`config.mk`:
```
export PLATFORM = sky130hd
export DESIGN_NAME = uart_dmem_loader
export DESIGN_NICKNAME = d
export VERILOG_FILES = /design/src/rtl/uart_dmem_loader.sv
export SDC_FILE = /design/constraint.sdc
export NUM_CORES = 1
export LEC_CHECK = 0
export BUFFER_PORTS_ARGS = -buffer_cell sky130_fd_sc_hd__buf_2
export CORE_MARGIN = 4
export CORE_UTILIZATION = 45
export DETAILED_ROUTE_END_ITERATION = 8
export PLACE_DENSITY_LB_ADDON = 0.1
export SLEW_MARGIN = 5
export SYNTH_ARGS = -nofsm -noshare
export SYNTH_HDL_FRONTEND = slang
export SYNTH_SLANG_ARGS = --single-unit
```
`constraint.sdc`:
```
create_clock -name i_clk -period 2.1 [get_ports i_clk]
set_input_delay 0.105 -clock i_clk [delete_from_list [all_inputs] [get_ports i_clk]]
set_output_delay 0.105 -clock i_clk [all_outputs]
set_load 0.02 [all_outputs]
```
`src/rtl/uart_dmem_loader.sv`:
```
// uart_dmem_loader: receives a UART word stream and writes it into data RAM while the CPU is held
// Ports:
//   i_clk, i_rstn         clock, asynchronous active-low reset
//   i_enable              loader active (tied to !start at the top level)
//   i_rx                  UART serial input, idle high, asynchronous to i_clk
//   o_mem_addr/o_mem_wdata/o_mem_we   dmem write port, one-cycle strobe per word
//   o_word_count          words written in the current load
//   o_busy/o_done/o_err   load in progress, all words written, sticky error (01 framing, 10 length)
module uart_dmem_loader #(
    parameter int          CLK_FREQ  = 100000000,
    parameter int          BAUD      = 115200,
    parameter logic [31:0] ADDR_BASE = 32'h0,
    parameter int          MAX_WORDS = 1024
) (
    input  logic        i_clk,
    input  logic        i_rstn,
    input  logic        i_enable,
    input  logic        i_rx,
    output logic [31:0] o_mem_addr,
    output logic [31:0] o_mem_wdata,
    output logic        o_mem_we,
    output logic [15:0] o_word_count,
    output logic        o_busy,
    output logic        o_done,
    output logic [1:0]  o_err
);
    localparam int DIV = CLK_FREQ / BAUD;
    localparam int CW = $clog2(DIV + 1);
    localparam logic [CW-1:0] HALF_M1 = CW'(DIV / 2 - 1);
    localparam logic [CW-1:0] DIV_M1 = CW'(DIV - 1);
    localparam logic [15:0] MAXW = 16'(MAX_WORDS);

    typedef enum logic [1:0] {RX_IDLE, RX_START, RX_DATA, RX_STOP} rx_state_t;
    typedef enum logic [2:0] {L_IDLE, L_HDR0, L_HDR1, L_DATA, L_WRITE, L_DONE, L_ERROR} ld_state_t;

    logic            r_rx_s1, r_rx_s2, r_rx_s3;
    rx_state_t       r_rx_state, w_rx_next;
    logic [CW-1:0]   r_cnt;
    logic [2:0]      r_bit;
    logic [7:0]      r_shift;
    logic            r_byte_valid, r_frame_err;
    ld_state_t       r_state, w_next;
    logic            r_en_d;
    logic [15:0]     r_n, r_count;
    logic [31:0]     r_word, r_addr;
    logic [1:0]      r_idx, r_err;
    logic            w_fall, w_half, w_tick, w_cnt_clr, w_busy_st;
    logic [15:0]     w_hdr_n;

    // r_rx_s3 is only the previous synchronized sample, used for falling-edge detection
    always_ff @(posedge i_clk or negedge i_rstn) begin
        if (!i_rstn) begin
            r_rx_s1 <= 1'b1;
            r_rx_s2 <= 1'b1;
            r_rx_s3 <= 1'b1;
        end else begin
            r_rx_s1 <= i_rx;
            r_rx_s2 <= r_rx_s1;
            r_rx_s3 <= r_rx_s2;
        end
    end

    assign w_fall = r_rx_s3 & ~r_rx_s2;
    assign w_half = r_cnt == HALF_M1;
    assign w_tick = r_cnt == DIV_M1;
    assign w_cnt_clr = (r_rx_state == RX_IDLE) | ((r_rx_state == RX_START) & w_half) | w_tick;

    always_ff @(posedge i_clk or negedge i_rstn) begin
        if (!i_rstn) r_rx_state <= RX_IDLE;
        else         r_rx_state <= w_rx_next;
    end

    always_comb begin
        w_rx_next = r_rx_state;
        case (r_rx_state)
            RX_IDLE:  w_rx_next = w_fall ? RX_START : RX_IDLE;
            RX_START: w_rx_next = w_half ? (r_rx_s2 ? RX_IDLE : RX_DATA) : RX_START;
            RX_DATA:  w_rx_next = (w_tick && r_bit == 3'd7) ? RX_STOP : RX_DATA;
            RX_STOP:  w_rx_next = w_tick ? RX_IDLE : RX_STOP;
            default:  w_rx_next = RX_IDLE;
        endcase
        if (!i_enable) w_rx_next = RX_IDLE;
    end

    always_ff @(posedge i_clk or negedge i_rstn) begin
        if (!i_rstn) begin
            r_cnt        <= '0;
            r_bit        <= 3'd0;
            r_shift      <= 8'd0;
            r_byte_valid <= 1'b0;
            r_frame_err  <= 1'b0;
        end else begin
            r_byte_valid <= 1'b0;
            r_frame_err  <= 1'b0;
            r_cnt        <= w_cnt_clr ? '0 : r_cnt + 1'b1;
            if (r_rx_state == RX_IDLE) r_bit <= 3'd0;
            if (r_rx_state == RX_DATA && w_tick) begin
                r_shift <= {r_rx_s2, r_shift[7:1]};
                r_bit   <= r_bit + 3'd1;
            end
            if (r_rx_state == RX_STOP && w_tick && i_enable) begin
                r_byte_valid <= r_rx_s2;
                r_frame_err  <= ~r_rx_s2;
            end
        end
    end

    assign w_hdr_n = {r_shift, r_n[7:0]};
    assign w_busy_st = (r_state == L_HDR0) | (r_state == L_HDR1) | (r_state == L_DATA) | (r_state == L_WRITE);

    always_ff @(posedge i_clk or negedge i_rstn) begin
        if (!i_rstn) r_state <= L_IDLE;
        else         r_state <= w_next;
    end

    always_comb begin
        w_next = r_state;
        case (r_state)
            L_IDLE:  if (i_enable && !r_en_d) w_next = L_HDR0;
            L_HDR0:  if (r_byte_valid) w_next = L_HDR1;
            L_HDR1:  if (r_byte_valid) w_next = (w_hdr_n == 16'd0) ? L_DONE : (w_hdr_n > MAXW) ? L_ERROR : L_DATA;
            L_DATA:  if (r_byte_valid && r_idx == 2'd3) w_next = L_WRITE;
            L_WRITE: w_next = (r_count + 16'd1 == r_n) ? L_DONE : L_DATA;
            default: w_next = r_state;
        endcase
        if (w_busy_st && r_frame_err) w_next = L_ERROR;
        if (!i_enable) w_next = L_IDLE;
    end

    always_comb begin
        o_busy       = w_busy_st;
        o_done       = r_state == L_DONE;
        o_mem_we     = (r_state == L_WRITE) & i_enable;
        o_mem_addr   = r_addr;
        o_mem_wdata  = r_word;
        o_word_count = r_count;
        o_err        = r_err;
    end

    // word_count survives IDLE so it can be inspected; it is cleared only when a new load starts
    always_ff @(posedge i_clk or negedge i_rstn) begin
        if (!i_rstn) begin
            r_en_d  <= 1'b0;
            r_n     <= 16'd0;
            r_word  <= 32'd0;
            r_idx   <= 2'd0;
            r_count <= 16'd0;
            r_addr  <= ADDR_BASE;
            r_err   <= 2'b00;
        end else begin
            r_en_d <= i_enable;
            if (r_state == L_IDLE) begin
                r_word <= 32'd0;
                r_idx  <= 2'd0;
                r_err  <= 2'b00;
                r_addr <= ADDR_BASE;
                if (w_next == L_HDR0) r_count <= 16'd0;
            end else if (i_enable) begin
                if (r_byte_valid) begin
                    if (r_state == L_HDR0) r_n[7:0] <= r_shift;
                    if (r_state == L_HDR1) begin
                        r_n[15:8] <= r_shift;
                        r_idx     <= 2'd0;
                        if (w_hdr_n > MAXW) r_err <= 2'b10;
                    end
                    if (r_state == L_DATA) begin
                        r_word[{r_idx, 3'b000} +: 8] <= r_shift;
                        r_idx <= r_idx + 2'd1;
                        if (r_idx == 2'd3) r_addr <= ADDR_BASE + {14'd0, r_count, 2'b00};
                    end
                end
                if (r_state == L_WRITE) begin
                    r_count <= r_count + 16'd1;
                    r_idx   <= 2'd0;
                end
                if (w_busy_st && r_frame_err) r_err <= 2'b01;
            end
        end
    end
endmodule

```
* Yosys cells after proc, flatten, opt, wreduce, memory -nomap -nowiden
Index checks and enable logic that the tools add are counted.
Cells by class: add/subtract/negate cells 5, magnitude comparators 1, equality and inequality tests 15, shift-type cells 2, mux-type cells 48, bitwise gates (word level) 10, reduce and logical (&&, ||, !) cells 29
Operators with widths (number):
- $mux 32 | 9
- $mux 16 | 4
- $mux 3 | 11
- $bwmux 32 | 1
- $mux 2 | 16
- $shift 8x7->32 const A | 1
- $shiftx 8x7->32 | 1
- $add 16x1->16 const B | 1
- $eq 16x16->1 | 1
- $gt 16x11->1 const B | 1
- $logic_not 16->1 | 1
- $reduce_and 4->1 | 4
- $pmux 3 s5 | 1
- $reduce_bool 2->1 | 6
- $reduce_bool 3->1 | 4
- $add 10x1->10 const B | 1
- $eq 10x10->1 const B | 1
- $eq 10x9->1 const B | 1
- $mux 10 | 1
- $eq 3x3->1 const B | 3
- $reduce_and 3->1 | 3
- $pmux 2 s4 | 1
- $logic_and 1x1->1 | 7
- $neg 5->7 | 1
- other kinds (15) | 29
Word-level totals: flip-flop bits (word level) 132, input bits 4, logic and storage cells 128

* Logic depth before layout (Yosys ltp)
depth in word-level cells 10, mapped depth 8

* Worst setup path after synthesis
Ideal clock, no wire load.
path type reg-to-reg, from register r_count[0] (netlist: o_word_count[0]), to register r_state[2], library setup time 0.066 ns, data arrival time 2.359 ns, required time 2.034 ns, slack -0.325 ns, stages on the path, launching flop included 8, cells stage by stage dfrtp_1 ha_1 nand3_4 or4_1 a222oi_1 nand4_1 a2111oi_2 a22o_1
Between the ends: cells in the longest elaborated chain, start to end 6
RTL lines:
- from (decl) | line 44 | logic [15:0] r_n, r_count;
- from (signal assigned) | line 173 | r_count <= r_count + 16'd1;
- $add 16x1->16 | line 123 | L_WRITE: w_next = (r_count + 16'd1 == r_n) ? L_DONE : L_DATA;
- $eq 16x16->1 | line 123
- $mux 3 | line 123
- $pmux 3 s5 | line 118 | case (r_state)
- $mux 3 | line 126 | if (w_busy_st && r_frame_err) w_next = L_ERROR;
- $mux 3 | line 127 | if (!i_enable) w_next = L_IDLE;
- named net w_next[2] | line 42 | ld_state_t r_state, w_next;
- to (signal assigned) | line 113 | else r_state <= w_next;
- to (decl) | line 42
The timed path passes the listed nets, and every way through them passes these cells. A chain may end at the register's enable or synchronous reset.

* Final worst setup path
Same ends and word-level chain as after synthesis.

==> results.json <==
{
  "arrival_ns": 2.46,
  "numCtsBuffers": 17,
  "tightestPinTransition_ns": 0.696,
  "gp_congestion": 0.960,
  "synth-edff-count": 0,
  "rows": 41,
  "ys.warnings.count": 0,
  "crit_buf_inv": 1,
  "root_buffer": "clkbuf_16",
  "die_y_um": 122,
  "dpl.cell_count": 858,
  "whs_path_depth": 2,
  "seq_power_share": 0.436,
  "final_util": 0.589,
  "synth.distinct_cells": 64,
  "final_layout_size_suffix_gt1_frac": 0.330,
  "postSynthAreaPerCell_um2": 10.1,
  "drv_cap": 0,
  "hpwl_mm": 11.5,
  "relSlewSlack": 0.536,
  "violations": "negative setup slack",
  "finalPower_mw": 5.19,
  "peakVddDrop_uv": 464,
  "required_ns": 2.45,
  "netlist_instances": 579,
  "cellLeakagePower_nw": 3.61,
  "setup_viol": 2,
  "grtUsageTotal": 0.231,
  "dieWidth_um": 122,
  "combPwrFrac": 0.037,
  "via_per_inst": 5.39,
  "die-area_um2": 14900,
  "wl_per_cell_um": 18.0,
  "synth_ff_type": "dfrtp_1",
  "fin_area_um2": 7470,
  "vias": 4847,
  "antenna_found_initial": 0,
  "layout_common_cells": "dfrtp_1 (108), buf_4 (78), buf_2 (71), nand2_1 (62)",
  "rsz0062_at_grt": "true",
  "clock_power_share": 0.528,
  "cp_top_family": "simple AND/OR/NAND/NOR gates",
  "status": "finished with violations",
  "syn2layout_area_growth_pct": 27.9,
  "seq_area_frac_synth": 0.498,
  "crit_type": "reg2reg",
  "grt_pass1_wl_mm": 26.3,
  "ctsLongestPathBuffers": 2,
  "cp-end-kind": "register",
  "wl_mm": 16.2,
  "grt_pass1_vias": 4909,
  "dr.first_iter.drc_count": 226,
  "worstPathMaxFanout": 5,
  "async_reset_ff_frac": 1.00,
  "hold_path.class": "in2reg",
  "placed_area_um2": 6740,
  "htree_levels": 4,
  "num_io_pins": 89,
  "syn_area_um2": 5840,
  "cpMaxStageDelayCell": "or3_1",
  "clkTransAtPathRegs_ns": 0.05,
  "numPortBuffers": 72,
  "layout.nets": 727,
  "coreArea_um2": 12700,
  "hold_viol": 0,
  "cp_cell_sequence": "nand4_1 > or3_1 > a222oi_1 > nand4_1 > a2111oi_4 > buf_4 > a22o_1",
  "dp_slack_ns": -0.0666,
  "ant_nets": 0,
  "stdcell_count": 899,
  "path_depth": 7,
  "fin_crit_sh": 1.01,
  "critPathLaunchType": "register",
  "ys_ff_latch": 116,
  "p_sw_mw": 1.18,
  "initial_core_util": 0.461,
  "post-route-drc-count": 0,
  "drt-pass1-iter-count": 4,
  "switching_share": 0.228,
  "layout_commonest_cell": "dfrtp_1",
  "r2r_cells": 7,
  "grt_max_degree": 43,
  "cts_sinks": 116,
  "grt_remaining_overflow": 0,
  "skew_ns": 0.00765,
  "clock_latency_ns": 0.41,
  "slew_viol_final": 0,
  "layout_min_cycle_time_ns": 2.11,
  "fin_ws_ns": -0.0120,
  "crit_top_cell": "nand4_1",
  "tritoncts": "done",
  "p_int_mw": 4.01,
  "diodes": 0,
  "cpPeakStageDelay_ns": 0.42,
  "fmax_mhz": 473,
  "cellPowerDensity_nw_per_um2": 695
}
[layer usage]
layer | wire length, µm | track usage | vias up
met3 | 740 | 0.0483 | 22
met5 | 0 | 0 | -
met4 | 326 | 0.0889 | 0
met2 | 8020 | 0.385 | 116
met1 | 7130 | 0.297 | 2404
li1 | - | - | 2305
[path summary, 6_finish.rpt]
check	from	to	slack, ns
worst max-delay path	o_word_count[0]	r_state[2]	-0.01
worst min-delay path	i_enable	r_rx_state[1]	0.09
worst max register to register	o_word_count[0]	r_state[2]	-0.01
worst min register to register	r_rx_s1	r_rx_s2	0.36
max in group asynchronous	i_rstn	r_rx_s1	1.22
min in group asynchronous	i_rstn	o_mem_addr[6]	0.19
[power by group through the flow]
stage	logic, mW	clock network, mW	registers [mW]
after CTS	0.193	2.79	2.26
after global placement	0.184	0	2.30
after global routing	0.214	2.89	2.26
after floorplan	0.125	0	2.29
final	0.190	2.74	2.26
after detailed placement	0.187	0	2.30
[timing repair]
action	CTS	global route
hold endpoints to repair	36	0
gates resized for setup	4	16
pin swaps	4	3
buffers inserted	6	0
hold buffers	3	0
cloned	0	0
setup endpoints to repair	3	26
[logic make-up after synthesis]
family                   Yosys count  share of synthesized area
adder cells (fa/ha/maj)            9                     0.0193
AND/OR/NAND/NOR                  196                      0.169
multiplexers                      25                     0.0482
buffers and inverters             72                     0.0705
flip-flops                       116                      0.498
AO/OA/AOI/OAI                    131                      0.151
other                              1                   0.000642
XOR/XNOR                          29                     0.0435
[layout make-up]
class                   instances  area, µm²
repair buffers                156       1030
multi-input cells             406       2680
clock buffers                  24        482
inverters                      17       63.8
flip-flops and latches        116       2910
well taps                     172        215
fillers                      1137       5200
clock inverters                 8       76.3
[sequential cells by signal, indices dropped and copies added (netlist names)]
register      flops
r_rx_state        2
r_rx_s2           1
r_bit             3
r_idx             2
o_mem_wdata      32
r_frame_err       1
r_rx_s3           1
r_shift           8
o_word_count     16
o_err             2
r_rx_s1           1
r_state           3
r_byte_valid      1
o_mem_addr       16
r_cnt            10
r_en_d            1
r_n              16
[worst reg2reg max path, stage by stage, from the launching register on]
cell and delay (ns):
dfrtp_2 0.41, nand4_1 0.20, or3_1 0.42, a222oi_1 0.28
nand4_1 0.19, a2111oi_4 0.26, buf_4 0.17, a22o_1 0.12
[metrics by stage]
step                setup TNS, ns  hold slack, ns
floorplan                       0          -0.191
detailed placement         -0.119           0.123
global placement          -0.0601           0.114
CTS                       -0.0143          0.0733
global route               -0.190           0.107
finish                    -0.0180          0.0914
[cell usage after synthesis (3+ instances only)]
cell | instances | area [µm²]
dfrtp_1 | 113 | 2830
nand2_1 | 63 | 236
nand3_1 | 38 | 190
nor2_1 | 38 | 143
o21ai_0 | 37 | 185
a21oi_1 | 31 | 155
a22o_1 | 30 | 263
clkbuf_1 | 24 | 90.1
mux2_2 | 24 | 270
buf_4 | 19 | 143
inv_1 | 17 | 63.8
xnor2_1 | 17 | 149
xor2_1 | 12 | 105
ha_1 | 9 | 113
buf_2 | 7 | 35.0
nand4_1 | 7 | 43.8
and3_1 | 6 | 37.5
nand2b_1 | 6 | 37.5
nor4_1 | 6 | 37.5
o31ai_1 | 6 | 45.0
nor3_1 | 4 | 20.0
nor3b_1 | 4 | 30.0
or3_1 | 4 | 25.0
buf_6 | 3 | 33.8
dfstp_2 | 3 | 78.8
o221ai_1 | 3 | 26.3
o22ai_1 | 3 | 18.8
Note: power is estimated with default switching activity, not from simulation.
